`src/rtl/simon_pkg.sv`:
```
// Shared definitions for the sequence-memory game.
//   state_t   : round state machine encoding
//   STAT_*    : values driven on the 2-bit status output
//   sat_inc8  : 8-bit increment that sticks at 255 (round tallies)
package simon_pkg;

    typedef enum logic [1:0] {
        ST_IDLE   = 2'd0,
        ST_ENTER1 = 2'd1,
        ST_ENTER2 = 2'd2,
        ST_RESULT = 2'd3
    } state_t;

    localparam logic [1:0] STAT_NONE = 2'b00;
    localparam logic [1:0] STAT_LOSE = 2'b01;
    localparam logic [1:0] STAT_WIN  = 2'b11;

    function automatic logic [7:0] sat_inc8(input logic [7:0] v);
        return (v == 8'hFF) ? v : v + 8'd1;
    endfunction

endpackage

```
`src/rtl/sec_countdown.sv`:
```
// Per-turn countdown: a prescaler divides cin down to one tick per second and
// a 0..9 seconds counter counts down on each tick.
//   cin     : clock
//   reset   : asynchronous, active-low
//   load    : reload prescaler (TICKS_PER_SEC-1) and seconds (TIME_SEC); wins over enable
//   enable  : count this cycle
//   seconds : remaining seconds, binary
//   timeout : high in the enabled cycle in which seconds steps from 1 to 0
module sec_countdown #(
    parameter int TICKS_PER_SEC = 50000000,
    parameter int TIME_SEC      = 9
) (
    input  logic       cin,
    input  logic       reset,
    input  logic       load,
    input  logic       enable,
    output logic [3:0] seconds,
    output logic       timeout
);

    localparam int              PRE_W    = (TICKS_PER_SEC > 1) ? $clog2(TICKS_PER_SEC) : 1;
    localparam logic [PRE_W-1:0] PRE_MAX = PRE_W'(TICKS_PER_SEC - 1);
    localparam logic [3:0]       SEC_INIT = 4'(TIME_SEC);

    logic [PRE_W-1:0] pre_q, pre_d;
    logic [3:0]       sec_q, sec_d;

    // Combinational so the owning FSM can act on the expiry in the same cycle.
    assign timeout = enable && (pre_q == '0) && (sec_q == 4'd1);
    assign seconds = sec_q;

    always_comb begin
        pre_d = pre_q;
        sec_d = sec_q;
        if (load) begin
            pre_d = PRE_MAX;
            sec_d = SEC_INIT;
        end else if (enable) begin
            if (pre_q == '0) begin
                pre_d = PRE_MAX;
                if (sec_q != 4'd0) begin
                    sec_d = sec_q - 4'd1;
                end
            end else begin
                pre_d = pre_q - PRE_W'(1);
            end
        end
    end

    always_ff @(posedge cin or negedge reset) begin
        if (!reset) begin
            pre_q <= PRE_MAX;
            sec_q <= SEC_INIT;
        end else begin
            pre_q <= pre_d;
            sec_q <= sec_d;
        end
    end

endmodule

```
`src/rtl/simon_seq_game.sv`:
```
// Two-player sequence memory game. Player 1 stores up to DEPTH switch
// patterns, player 2 must replay them in order before the countdown expires.
//   cin, reset           : clock, asynchronous active-low reset
//   start, commit, end1  : one-cycle control pulses
//   sw                   : switch pattern
//   status               : 00 none, 01 lose, 11 win (valid in RESULT)
//   turn                 : 0 player 1, 1 player 2
//   seconds              : remaining seconds of the current turn
//   switch_LEDs          : registered sw while entering, else 0
//   seq_len              : steps stored by player 1
//   p1_score, p2_score   : saturating tallies (lose -> p1, win -> p2)
module simon_seq_game
    import simon_pkg::*;
#(
    parameter int SW_W          = 8,
    parameter int DEPTH         = 16,
    parameter int TICKS_PER_SEC = 50000000,
    parameter int TIME_SEC      = 9
) (
    input  logic                       cin,
    input  logic                       reset,
    input  logic                       start,
    input  logic                       commit,
    input  logic                       end1,
    input  logic [SW_W-1:0]            sw,
    output logic [1:0]                 status,
    output logic                       turn,
    output logic [3:0]                 seconds,
    output logic [SW_W-1:0]            switch_LEDs,
    output logic [$clog2(DEPTH+1)-1:0] seq_len,
    output logic [7:0]                 p1_score,
    output logic [7:0]                 p2_score
);

    localparam int LEN_W = $clog2(DEPTH + 1);
    localparam int IDX_W = (DEPTH > 1) ? $clog2(DEPTH) : 1;

    state_t           state_q, state_d;
    logic [1:0]       status_q, status_d;
    logic [LEN_W-1:0] seq_len_q, seq_len_d;
    logic [LEN_W-1:0] index_q, index_d;
    logic [LEN_W-1:0] len_after;
    logic [SW_W-1:0]  switch_leds_q, switch_leds_d;
    logic [7:0]       p1_score_q, p1_score_d;
    logic [7:0]       p2_score_q, p2_score_d;

    logic [SW_W-1:0]  mem_q [DEPTH];
    logic             mem_we;
    logic [SW_W-1:0]  rd_data;

    logic             entering;
    logic             tmr_load;
    logic             timeout;

    sec_countdown #(
        .TICKS_PER_SEC (TICKS_PER_SEC),
        .TIME_SEC      (TIME_SEC)
    ) u_countdown (
        .cin     (cin),
        .reset   (reset),
        .load    (tmr_load),
        .enable  (entering),
        .seconds (seconds),
        .timeout (timeout)
    );

    assign entering = (state_q == ST_ENTER1) || (state_q == ST_ENTER2);

    // Index never reaches DEPTH while in ENTER2, so the low bits address the array.
    assign rd_data = mem_q[index_q[IDX_W-1:0]];

    always_comb begin
        state_d       = state_q;
        status_d      = status_q;
        seq_len_d     = seq_len_q;
        index_d       = index_q;
        p1_score_d    = p1_score_q;
        p2_score_d    = p2_score_q;
        mem_we        = 1'b0;
        tmr_load      = 1'b0;
        len_after     = seq_len_q;
        switch_leds_d = entering ? sw : '0;

        case (state_q)
            ST_IDLE: begin
                if (start) begin
                    state_d   = ST_ENTER1;
                    seq_len_d = '0;
                    index_d   = '0;
                    tmr_load  = 1'b1;
                end
            end

            ST_ENTER1: begin
                if (commit && (seq_len_q < LEN_W'(DEPTH))) begin
                    mem_we    = 1'b1;
                    len_after = seq_len_q + LEN_W'(1);
                end
                seq_len_d = len_after;
                // A commit in the same cycle counts towards the non-empty test.
                if ((end1 || timeout) && (len_after != '0)) begin
                    state_d  = ST_ENTER2;
                    index_d  = '0;
                    tmr_load = 1'b1;
                end else if (timeout) begin
                    state_d = ST_IDLE;
                end
            end

            ST_ENTER2: begin
                // Commit is judged before timeout: a completing match still wins.
                if (commit && (rd_data != sw)) begin
                    state_d    = ST_RESULT;
                    status_d   = STAT_LOSE;
                    p1_score_d = sat_inc8(p1_score_q);
                end else if (commit && (index_q == seq_len_q - LEN_W'(1))) begin
                    state_d    = ST_RESULT;
                    status_d   = STAT_WIN;
                    p2_score_d = sat_inc8(p2_score_q);
                end else if (timeout) begin
                    state_d    = ST_RESULT;
                    status_d   = STAT_LOSE;
                    p1_score_d = sat_inc8(p1_score_q);
                end else if (commit) begin
                    index_d = index_q + LEN_W'(1);
                end
            end

            ST_RESULT: begin
                if (start) begin
                    state_d   = ST_ENTER1;
                    status_d  = STAT_NONE;
                    seq_len_d = '0;
                    index_d   = '0;
                    tmr_load  = 1'b1;
                end
            end

            default: begin
                state_d = ST_IDLE;
            end
        endcase
    end

    always_ff @(posedge cin or negedge reset) begin
        if (!reset) begin
            state_q       <= ST_IDLE;
            status_q      <= STAT_NONE;
            seq_len_q     <= '0;
            index_q       <= '0;
            switch_leds_q <= '0;
            p1_score_q    <= '0;
            p2_score_q    <= '0;
        end else begin
            state_q       <= state_d;
            status_q      <= status_d;
            seq_len_q     <= seq_len_d;
            index_q       <= index_d;
            switch_leds_q <= switch_leds_d;
            p1_score_q    <= p1_score_d;
            p2_score_q    <= p2_score_d;
        end
    end

    // Sequence storage carries no reset; entries past seq_len are never read.
    always_ff @(posedge cin) begin
        if (mem_we) begin
            mem_q[seq_len_q[IDX_W-1:0]] <= sw;
        end
    end

    assign status      = status_q;
    assign turn        = (state_q == ST_ENTER2) || (state_q == ST_RESULT);
    assign switch_LEDs = switch_leds_q;
    assign seq_len     = seq_len_q;
    assign p1_score    = p1_score_q;
    assign p2_score    = p2_score_q;

endmodule

```
`config.mk`:
```
export PLATFORM = sky130hd
export DESIGN_NAME = simon_seq_game
export DESIGN_NICKNAME = d
export VERILOG_FILES = /design/src/rtl/simon_pkg.sv /design/src/rtl/sec_countdown.sv /design/src/rtl/simon_seq_game.sv
export SDC_FILE = /design/constraint.sdc
export NUM_CORES = 1
export LEC_CHECK = 0
export ABC_AREA = 1
export CORE_MARGIN = 2
export CORE_UTILIZATION = 45
export CTS_CLUSTER_SIZE = 10
export DETAILED_ROUTE_END_ITERATION = 10
export HOLD_SLACK_MARGIN = 0.03
export PLACE_DENSITY = 0.68
export SYNTH_ARGS = -nofsm -noshare
export SYNTH_HDL_FRONTEND = slang
export SYNTH_SLANG_ARGS = --single-unit
export TNS_END_PERCENT = 20
```
`constraint.sdc`:
```
create_clock -name cin -period 4.1 [get_ports cin]
set_input_delay 1.025 -clock cin [delete_from_list [all_inputs] [get_ports cin]]
set_output_delay 1.025 -clock cin [all_outputs]
set_load 0.03 [all_outputs]
```
[Yosys cells after proc, flatten, opt, wreduce, memory -nomap -nowiden]
Memory sizes are Yosys's and may differ from the RTL's.
Index checks and enable logic that the tools add are counted.
Storage, ports and cells
  flip-flop bits (word level): 68
  memory bits (writable): 128
  word-level logic and storage cells: 106
  memories kept: 1
Memory list
  mem_q: words 16, bits a word 8, rd ports 1, clocked after Yosys merged registers in 0, wr ports 1, line simon_seq_game.sv:47  | logic [SW_W-1:0] mem_q [DEPTH];
Operators by class
  $lt $le $gt $ge: 1
  multiplexer cells: 41
  bitwise logic cells: 2
  equal/unequal tests: 18
  add/subtract/negate cells: 7
  reductions and logical operators: 27
Operators by type and width (count)
  26-bit 2-to-1 mux: 3
  5-bit 2-to-1 mux: 8
  8-bit 2-to-1 mux: 5
  26-bit logical NOT: 1
  26-bit by 1-bit subtractor with 26-bit output, second input constant: 1
  2-bit 2-to-1 mux: 10
  8-bit by 1-bit adder with 8-bit output, second input constant: 2
  8-bit == test, second input constant: 2
  4-bit 2-to-1 mux: 4
  5-bit one-hot mux with 3 select lines: 1
  2-bit inequality test, second input constant: 6
  3-bit AND reduction: 4
  2-bit nonzero test: 6
  5-bit by 1-bit adder with 5-bit output, second input constant: 2
  5-bit one-hot mux with 2 select lines: 1
  8-bit inequality test: 1
  1-bit logical AND: 6
  1-bit 2-to-1 mux: 6
  2-bit one-hot mux with 3 select lines: 1
  6-bit AND reduction: 1
  5-bit == test: 1
  5-bit < comparator, second input constant: 1
  5-bit nonzero test: 1
  5-bit by 1-bit subtractor with 5-bit output, second input constant: 1
  16 further kinds: 21

[Depth between registers and ports, before layout]
  word-level depth: 10
  mapped depth: 20
  gate-level depth less buffers: 19

[By module]
A second synthesis with hierarchy kept.
Second synthesis, totals
  cells, all modules: 1054
  area total of the unflattened synthesis: 9754.4 sq um
Modules (own cells, without submodules)
  simon_seq_game: times used 1, area an instance 7873.8 sq um, sequential area each 4794.6 sq um, cells each 808
  sec_countdown: times used 1, area an instance 1880.6 sq um, sequential area each 775.7 sq um, cells each 246

[Least setup slack after synthesis]
Ideal clock, no wire load.
  path type: input port to flip-flop
  start: input port commit
  end: memory mem_q[8][0] (enable)
  data arrival time: 2217 ps
  setup time: 395 ps
  stages: 4
  data required time: 3705 ps
  slack: 1488 ps
  path through: nand2_1 > inv_2 > nand2_1 > nor4_1
Between the ends
  longest elaborated chain between the ends: 5
Ends and longest elaborated chain
  start, declared: line simon_seq_game.sv:23  | input logic commit,
  1-bit logical AND: line simon_seq_game.sv:95  | if (commit && (seq_len_q < LEN_W'(DEPTH))) begin
  1-bit 2-to-1 mux: line simon_seq_game.sv:95
  1-bit 2-to-1 mux: line simon_seq_game.sv:84  | case (state_q)
  1-bit 2-to-1 mux: line simon_seq_game.sv:167  | if (mem_we) begin
  1-bit 2-to-1 mux (not written as such): line simon_seq_game.sv:168  | mem_q[seq_len_q[IDX_W-1:0]] <= sw;
  end, declared: line simon_seq_game.sv:47
Every way passes these cells.

[Final worst setup path]
  start: register state_q[0]
  end: output port turn
Between the ends
  longest elaborated chain between the ends: 2
Ends and longest elaborated chain
  start, declared: line simon_seq_game.sv:38  | state_t state_q, state_d;
  start signal, assigned: line simon_seq_game.sv:155  | state_q <= state_d;
  2-bit == test: line simon_seq_game.sv:173  | assign turn = (state_q == ST_ENTER2) || (state_q == ST_RESULT);
  1-bit logical OR *: line simon_seq_game.sv:173
  end, declared: line simon_seq_game.sv:27  | output logic turn,
Every way passes the cells marked *; elsewhere a longest branch is shown, timed or not.

==> results.py <==
metrics = {
    "sta": {
        "clock_skew_ns": 0.0134,
        "rsz0062_at_grt": "no",
        "slew_violations": 0,
        "finalCritPeriodShare": 0.830,
        "tns_ns": 0,
        "slew_headroom": 0.416,
        "setup_viol": 0,
        "fmax_ghz": 0.294,
        "worst_slew_pin_slew_ns": 0.877,
        "layout_min_cycle_time_ns": 3.40,
        "hold_viol": 0,
    },
    "setup_path": {
        "cp-startpoint": "state_q[0]",
        "reg2regPathDepth": 18,
        "end_kind": "output pin",
        "slowest_stage": "clkdlybuf4s50_1",
        "critPathLaunchType": "flip-flop",
        "r2r-end": "index_q[3]",
        "worstPathCellList": "inv_1, ha_1, clkinv_1, nand2_1, clkdlybuf4s50_1",
        "required_ns": 3.07,
        "r2r_start": "index_q[1]",
        "cpPeakStageDelay_ns": 0.69,
        "regToRegSetupSlack_ns": 1.26,
        "path_max_fanout": 10,
        "crit_path_end": "turn",
        "crit_type": "flip-flop to output pin",
        "worstPathArrival_ns": 2.38,
    },
    "synthesis": {
        "ys_ff_latch": 196,
        "synth-seq-area-share": 0.550,
        "synth_common_cells": "305 x nand2_1, 159 x inv_1, 155 x nand3_1",
        "synth_edf_count": 128,
        "syn_inst": 1133,
        "yosysMostFrequentCell": "nand2_1",
        "synth_flop_cell": "edfxtp_1",
        "yosysUniqueCellTypes": 44,
        "synthTopCellsByArea": "edfxtp_1 38%, dfrtp_1 12%, nand2_1 11%",
        "syn_nets": 1162,
        "syn_area_per_cell_um2": 8.94,
        "ys_warn_count": 0,
        "synth_area_leader_cell": "edfxtp_1",
        "postSynth.asyncResetShare": 0.347,
        "syn_area_um2": 10100,
        "synth_top_cell_area_share": 0.379,
    },
    "finish": {
        "drive_above_1_share": 0.0914,
        "final_cells": 1484,
        "synthToLayoutAreaGrowth_pct": 14.1,
        "final_util": 0.526,
        "design_area_um2": 11600,
        "nNetsFinal": 1222,
        "n_antenna_cell": 0,
        "nFillCells": 1974,
    },
    "die": {
        "die_area_um2": 23700,
        "core_um2": 22000,
        "fp.dieW_um": 154,
        "die_h_um": 154,
        "initial_core_util": 0.461,
        "rows": 54,
        "ios": 49,
    },
    "drt": {
        "drtIter0Drc": 518,
        "wl_per_cell_um": 15.6,
        "firstDrtPassIters": 5,
        "routed_wl_mm": 23.1,
        "num_vias": 7629,
        "remaining_drc_errors": 0,
        "drtAntennaViolNets": 0,
        "via_per_inst": 5.14,
    },
    "global_route": {
        "grt_max_degree": 89,
        "track_usage": 0.202,
        "grt_overflow": 0,
        "grt_pass1_wl_mm": 37.7,
        "grt_pass1_vias": 7337,
        "antenna_found_initial": 0,
    },
    "clock_network": {
        "clock_latency_ns": 0.44,
        "postCtsHoldBufs": 0,
        "cts_tree": "built",
        "cts_max_path_buffers": 2,
        "post_cts_resized": 0,
        "cts-root-buf": "clkbuf_16",
        "cts.sinks": 196,
        "htree_levels": 4,
        "cts-buffers-inserted": 17,
        "postCtsSetupBuffers": 0,
        "clk_pin_slew_worst_paths_ns": 0.07,
    },
    "status": {
        "status": "complete, no violations",
    },
    "power_and_ir_drop": {
        "max-vdd-ir-drop_mv": 0.418,
        "leakage_nw": 5.01,
        "p_per_area_nw_per_um2": 562,
    },
    "job": {
        "max-cap-violations": 0,
    },
    "placed_design": {
        "hpwl_mm": 15.5,
        "dpl_cell_area_um2": 11000,
        "dp.cells": 1454,
        "finalWeightedCongestion": 0.886,
        "port_buffers": 48,
    },
    "worst_hold_path": {
        "holdCritPathClass": "flip-flop to flip-flop",
    },
}
[power by group]
group	internal (mW)	total [mW]	switching [mW]	leakage (nW)
combinational	0.769	2.34	1.57	2.76
clock	0.807	1.61	0.806	0.279
sequential	2.39	2.54	0.152	1.97
total	3.97	6.49	2.53	5.01
[registers in the layout, summed over array words and instances (netlist names), 4 cells and up]
register             flops
index_q                  5
mem_q                  128
p1_score                 8
p2_score                 8
seq_len                  5
switch_LEDs              8
u_countdown.pre_q       26
u_countdown.seconds      4
[worst min path at each step]
stage	cells past startpoint	from	to	slack, ns
finish	2	status[0]	status[0]	0.50
global route	2	u_countdown.pre_q[13]	u_countdown.pre_q[13]	0.54
CTS	2	status[0]	status[0]	0.51
detailed placement	2	status[1]	status[1]	0.49
global placement	2	u_countdown.pre_q[19]	u_countdown.pre_q[19]	0.49
floorplan	2	u_countdown.pre_q[19]	u_countdown.pre_q[19]	0.48
[worst max-delay path: cells and delay by family (launching register included)]
kind                     cells  cell delay [ns]
buffers and inverters        3             1.10
adder cells (fa/ha/maj)      1             0.22
flip-flops                   1             0.43
AND/OR/NAND/NOR              1             0.19
[cells in the final DEF (no fill, tap or decap), types with 3 or more instances in the layout]
cell type / netlist / layout
dfstp_2: 20 / 20
o211ai_1: 8 / 8
nand2_1: 305 / 305
a21oi_1: 6 / 6
o21ai_2: 8 / 8
nand4_1: 9 / 9
buf_4: 11 / 31
nand2_2: 4 / 4
dfrtp_1: 48 / 47
o21ai_0: 20 / 20
buf_12: 0 / 3
o21bai_1: 8 / 8
xnor2_1: 19 / 19
clkdlybuf4s50_1: 0 / 47
nor3_1: 24 / 24
edfxtp_1: 128 / 128
or2_1: 6 / 6
nand3_1: 155 / 155
nor2_1: 76 / 76
inv_8: 0 / 5
clkbuf_16: 0 / 17
xor2_1: 28 / 28
or2_0: 11 / 11
inv_1: 159 / 159
o22ai_1: 3 / 3
inv_6: 0 / 3
ha_1: 16 / 16
nor4_1: 8 / 8
[per-layer routing]
| metal | track usage | wire (um) |
|---|---|---|
| met2 | 0.334 | 11000 |
| met3 | 0.0423 | 1270 |
| met5 | 0 | 0 |
| met4 | 0.0748 | 524 |
| met1 | 0.264 | 10300 |
[logic make-up (layout without fill, tap and decap cells)]
| group | Yosys count | in the layout | synth area share |
|---|---|---|---|
| simple gates | 613 | 613 | 0.268 |
| buf+inv | 203 | 274 | 0.0846 |
| flops | 196 | 196 | 0.550 |
| compound gates | 58 | 58 | 0.0368 |
| xor+xnor | 47 | 47 | 0.0406 |
| fa+ha+maj | 16 | 16 | 0.0198 |
[layout make-up]
class                           instances  area, um^2  area share
Multi-Input combinational cell        734        3700       0.320
Clock buffer                           17         425      0.0368
Clock inverter                         13         138      0.0119
Sequential cell                       196        5570       0.482
Tap cell                              280         350      0.0303
Inverter                              163         612      0.0529
Timing Repair Buffer                   81         763      0.0660
[through the flow]
step / total power [mW] / setup slack (ns) / hold slack (ns)
floorplan: 4.32 / 1.49 / 0.479
global placement: 4.89 / 0.609 / 0.490
detailed placement: 4.93 / 0.545 / 0.485
CTS: 6.54 / 0.677 / 0.505
global route: 6.93 / 0.533 / 0.540
finish: 6.49 / 0.699 / 0.498
Note: power is estimated with default switching activity, not from simulation.
